--- src/rtl/pixel_feeder_pkg.sv ---
// rtl/pixel_feeder_pkg.sv - frame geometry defaults and FSM state encoding
// Shared by the feeder top and its frame counter.
package pixel_feeder_pkg;

   localparam int DEPTH_DEF      = 410;
   localparam int WIDTH_DEF      = 361;
   localparam int FRAME_SIZE_DEF = DEPTH_DEF * WIDTH_DEF;
   localparam int ADDR_W_DEF     = 18;

   typedef enum logic [2:0] {
      IDLE       = 3'd0,
      LOAD       = 3'd1,
      LOAD_DRAIN = 3'd2,
      PROCESS    = 3'd3,
      FLUSH      = 3'd4,
      DONE       = 3'd5
   } state_t;

endpackage

--- src/rtl/frame_counter.sv ---
// rtl/frame_counter.sv - saturating frame index counter with terminal-count flag
// Holds at FRAME_SIZE-1 so an index is never reissued within a frame.
module frame_counter
   import pixel_feeder_pkg::*;
#(
   parameter int ADDR_W     = ADDR_W_DEF,
   parameter int FRAME_SIZE = FRAME_SIZE_DEF
) (
   input  logic              clk,
   input  logic              rst,
   input  logic              clear,
   input  logic              inc,
   output logic [ADDR_W-1:0] count,
   output logic              last
);

   localparam logic [ADDR_W-1:0] LAST_IDX = ADDR_W'(FRAME_SIZE - 1);

   always_ff @(posedge clk) begin
      if (rst || clear) begin
         count <= '0;
      end else if (inc && !last) begin
         count <= count + ADDR_W'(1);
      end
   end

   assign last = (count == LAST_IDX);

endmodule

--- src/rtl/pixel_feeder.sv ---
// rtl/pixel_feeder.sv - streams a frame from memory into a filter, then collects its results
// Load phase feeds every pixel with enable; process phase pulls one result per enable_process.
module pixel_feeder
   import pixel_feeder_pkg::*;
#(
   parameter int DEPTH  = DEPTH_DEF,
   parameter int WIDTH  = WIDTH_DEF,
   parameter int ADDR_W = ADDR_W_DEF
) (
   input  logic              clk,
   input  logic              rst,
   input  logic              start,
   input  logic              stall,
   output logic [ADDR_W-1:0] mem_addr,
   input  logic [7:0]        mem_data,
   output logic [7:0]        image_output,
   output logic              enable,
   output logic              enable_process,
   input  logic [7:0]        result_in,
   output logic [7:0]        result_data,
   output logic [ADDR_W-1:0] result_addr,
   output logic              result_valid,
   output logic              busy,
   output logic              done
);

   localparam int FRAME_SIZE = DEPTH * WIDTH;

   state_t              state;
   state_t              state_next;
   logic                count_clear;
   logic                rd_issue;
   logic                rd_pend;
   logic                rd_last;
   logic [ADDR_W-1:0]   rd_count;
   logic                proc_last;
   logic [ADDR_W-1:0]   proc_count;
   logic                cap_pend;
   logic [ADDR_W-1:0]   cap_addr;

   frame_counter #(
      .ADDR_W     (ADDR_W),
      .FRAME_SIZE (FRAME_SIZE)
   ) u_rd_counter (
      .clk   (clk),
      .rst   (rst),
      .clear (count_clear),
      .inc   (rd_issue),
      .count (rd_count),
      .last  (rd_last)
   );

   frame_counter #(
      .ADDR_W     (ADDR_W),
      .FRAME_SIZE (FRAME_SIZE)
   ) u_proc_counter (
      .clk   (clk),
      .rst   (rst),
      .clear (count_clear),
      .inc   (enable_process),
      .count (proc_count),
      .last  (proc_last)
   );

   always_ff @(posedge clk) begin
      if (rst) begin
         state <= IDLE;
      end else begin
         state <= state_next;
      end
   end

   always_comb begin
      state_next     = state;
      count_clear    = 1'b0;
      rd_issue       = 1'b0;
      enable_process = 1'b0;
      case (state)
         IDLE: begin
            if (start) begin
               state_next  = LOAD;
               count_clear = 1'b1;
            end
         end
         LOAD: begin
            if (!stall) begin
               rd_issue = 1'b1;
               if (rd_last) begin
                  state_next = LOAD_DRAIN;
               end
            end
         end
         // The final read returns during this cycle; its enable beat is emitted here.
         LOAD_DRAIN: begin
            state_next = PROCESS;
         end
         PROCESS: begin
            if (!stall) begin
               enable_process = 1'b1;
               if (proc_last) begin
                  state_next = FLUSH;
               end
            end
         end
         // Leave once the capture stage is empty: the last result_valid is on the output now.
         FLUSH: begin
            if (!cap_pend) begin
               state_next = DONE;
            end
         end
         DONE: begin
            state_next  = IDLE;
            count_clear = 1'b1;
         end
         default: begin
            state_next = IDLE;
         end
      endcase
   end

   always_ff @(posedge clk) begin
      if (rst) begin
         rd_pend      <= 1'b0;
         cap_pend     <= 1'b0;
         cap_addr     <= '0;
         result_valid <= 1'b0;
         result_data  <= '0;
         result_addr  <= '0;
      end else begin
         rd_pend      <= rd_issue;
         cap_pend     <= enable_process;
         cap_addr     <= proc_count;
         result_valid <= cap_pend;
         if (cap_pend) begin
            result_data <= result_in;
            result_addr <= cap_addr;
         end
      end
   end

   assign mem_addr     = rd_count;
   assign enable       = rd_pend;
   assign image_output = rd_pend ? mem_data : 8'h00;
   assign busy         = (state != IDLE);
   assign done         = (state == DONE);

endmodule

--- config.mk ---
export PLATFORM = sky130hd
export DESIGN_NAME = pixel_feeder
export DESIGN_NICKNAME = d
export VERILOG_FILES = /design/src/rtl/pixel_feeder_pkg.sv /design/src/rtl/frame_counter.sv /design/src/rtl/pixel_feeder.sv
export SDC_FILE = /design/constraint.sdc
export NUM_CORES = 1
export LEC_CHECK = 0
export ABC_AREA = 1
export CORE_ASPECT_RATIO = 1.1
export CORE_MARGIN = 10
export CORE_UTILIZATION = 47
export CTS_BUF_LIST = sky130_fd_sc_hd__clkbuf_16
export CTS_CLUSTER_DIAMETER = 150
export CTS_CLUSTER_SIZE = 30
export DETAILED_ROUTE_END_ITERATION = 6
export GPL_ROUTABILITY_DRIVEN = 0
export PLACE_DENSITY = 0.88
export SETUP_SLACK_MARGIN = 0.5
export SYNTH_ARGS = -nofsm -noshare
export SYNTH_HDL_FRONTEND = slang
export SYNTH_SLANG_ARGS = --single-unit
export TNS_END_PERCENT = 5
--- constraint.sdc ---
create_clock -name clk -period 1.5 [get_ports clk]
set_clock_uncertainty 0.2 [all_clocks]
set_input_delay 0.3 -clock clk [delete_from_list [all_inputs] [get_ports clk]]
set_output_delay 0.3 -clock clk [all_outputs]
set_load 0.05 [all_outputs]
==> metrics.txt <==
crit path capture type flop; overall power 7.733 mW; max-cap violations 0; Leakage 2.932 nW; first-pass GRT wire length 27.54 mm; grt ovf 0; Synth Instances 570; Critical Path RT 1.52 ns; top post-synthesis cells by count nand2_1 (127), nor2_1 (119), dfxtp_1 (86); Yosys warning total 0; kind of critical path flop to flop; Layout Cell Area excl Fill 7448 sq um; Reg clk slew, reported paths 0.07 ns; pin count of the biggest net entering global routing 28; WHS 0.2782 ns; Worst EP arrival 2.34 ns; Post-synth EDFFs 0; Synth top area share 0.4416; Fin. Hold Viols 0; detailed placer's ending HPWL 9.545 mm; Mapped Area 3899 sq um; Clock Tree Root clkbuf_16; Worst IR Drop VDD 1.353 mV; Slew headroom 0.6680; failing checks design-rule violations, negative setup slack; vias in the first global route 5286; post-layout minimum cycle time 2.318 ns; pre-CTS setup slack -0.3615 ns; count leader, synth nand2_1; Total Routing Usage GR 0.2791; Cell variety after synth 27; RSZ-0062 raised after global routing yes; met2 wire length 10.81 mm; DRT met1 WL 7.929 mm; Crit Path Max Fanout 4; via count 5765; clk_lat worst skew 0.36 ns; Bufs on Longest Clock Path 2; Worst setup SP type flop; First-pass DRT Iterations 7; uppermost routed layer met4; cell taking the most area after synthesis dfxtp_1; status complete, but fails checks; DRT antenna net count 0; final setup fails 56; die width 106.8 um; leading register cell type out of synthesis dfxtp_1; die area 12340 sq um; Slew Viols, Final 0; chip height 115.5 um; syn_area_per_cell 6.840 sq um; post-synthesis sequential area ratio 0.4416; measured slew at the worst slew-check pin 0.4942 ns; syn nets 594; FP Rows 34; top cells by area, synth dfxtp_1 (44%), nand2_1 (12%), nor2_1 (11%), inv_1 (5.6%), nand3_1 (4.5%); Starting DRT DRC Count 1304; Num CTS Buffers 9; detailed-route DRC error count 220; drt total wl 25.24 mm; initial antenna violation count 1; Max Freq 431.4 MHz; num ports 77; Core ar. 7998 sq um; Clock Sinks 86; cell area after placement 6103 sq um; PwrDens 1038 nW/um^2; Seq cells post-synth 86; Post-synth ARST share 0; final worst slack -0.8179 ns; Total Nets Final 770; TNS Setup -20.45 ns; number of port buffers 76; TritonCTS clock tree built; Vias/cell 6.711; Starting Density 0.4875; average wire per standard cell 29.38 um; type of the tightest min-delay check input port to flop; DR WL met3 3.588 mm; area grow syn2layout 91.05%; H-tree depth 3; crit share post-route 1.545; ratio of cells with drive above 1 in the final layout 0.5387
per-stage QoR:
stage / util / instances
floorplan: - / 570
global route: 0.9313 / 859
detailed placement: 0.7631 / 829
finish: 0.9313 / 859
global placement: 0.7631 / 829
CTS: 0.8620 / 848
per-layer routing:
layer	track usage	vias up
li1	-	2155
met1	0.2850	2544
met2	0.4859	757
met3	0.06663	309
met4	0.2168	0
met5	0	-
worst paths after layout:
kind / startpoint / to / slack, ns / depth (start not counted)
setup / recovery: u_proc_counter.count[0] / u_proc_counter.count[16] / -0.82 / 9
hold / removal: stall / cap_pend / 0.28 / 3
setup reg to reg: u_proc_counter.count[0] / u_proc_counter.count[16] / -0.82 / 9
hold reg to reg: cap_addr[11] / result_addr[11] / 0.30 / 2
report_power, final:
group | switching [mW] | internal (mW) | total, mW
Sequential | 0.200 | 2.41 | 2.61
Clock | 1.11 | 1.13 | 2.24
Combinational | 1.75 | 1.13 | 2.88
Total | 3.06 | 4.67 | 7.73
layout by cell type, fill, tap and decap left out, types with 2 or more instances in the layout:
cell / synthesis / layout
xor2_1: 10 / 8
dfxtp_4: 0 / 16
nand2_1: 127 / 101
o21ai_0: 33 / 18
ha_4: 0 / 3
inv_6: 0 / 2
nand4_1: 5 / 5
inv_4: 0 / 11
nand3_2: 2 / 5
o21ai_1: 7 / 11
inv_1: 58 / 41
nand3_1: 35 / 26
clkbuf_16: 0 / 10
clkinvlp_4: 0 / 2
nor2_4: 1 / 36
a21oi_1: 30 / 16
clkdlybuf4s50_1: 0 / 16
nor3_4: 0 / 5
nor3_1: 16 / 9
a21oi_2: 4 / 18
nor2_2: 2 / 26
nor3_2: 3 / 5
nand2_2: 0 / 19
o21ai_4: 0 / 3
buf_4: 4 / 76
nand3_4: 0 / 6
inv_2: 4 / 12
nand2_4: 0 / 6
xnor2_1: 3 / 3
dlygate4sd2_1: 0 / 3
buf_12: 0 / 62
o21ai_2: 0 / 8
dfxtp_1: 86 / 26
buf_6: 1 / 22
dfxtp_2: 0 / 44
nor2_1: 119 / 60
logic make-up after synthesis:
| family | synth area share |
|---|---|
| adders and majority gates | 0.01284 |
| AOI/OAI and AO/OA | 0.09884 |
| DFF | 0.4416 |
| and+or+nand+nor | 0.3328 |
| buffers and inverters | 0.08472 |
| xor gates and xnor gates | 0.02920 |
repair_timing:
action                     4_1_cts  5_1_grt
hold buffers                     0        0
pin swaps                       62       67
setup buffers                    4        8
resized for setup              180      131
setup endpoints to repair      143      131
gates cloned                     0        2
sequential cells by signal, indices dropped and copies added (netlist names):
signal	cells
cap_addr	18
result_addr	18
u_proc_counter.count	18
u_rd_counter.count	18
result_data	8
state	3
cap_pend	1
enable	1
result_valid	1
cell type report:
class | instances | area (sq um)
Timing Repair inverter | 1 | 6.256
Tap cell | 108 | 135.1
Inverter | 63 | 269.0
Sequential cell | 86 | 1837
Fill cell | 227 | 549.3
Clock buffer | 9 | 225.2
Clock inverter | 6 | 45.04
Antenna cell | 1 | 2.502
Multi-Input combinational cell | 403 | 2615
Timing Repair Buffer | 182 | 2313
critical path, stage by stage (launching register included):
cell and delay, ns:
dfxtp_4 0.43, ha_4 0.17, nand3_1 0.14, nor3_2 0.20
buf_4 0.21, nand3_1 0.23, nand2_1 0.20, nand2_1 0.09
nand2_1 0.15, a21oi_1 0.14
(Power assumes the default switching activity.)
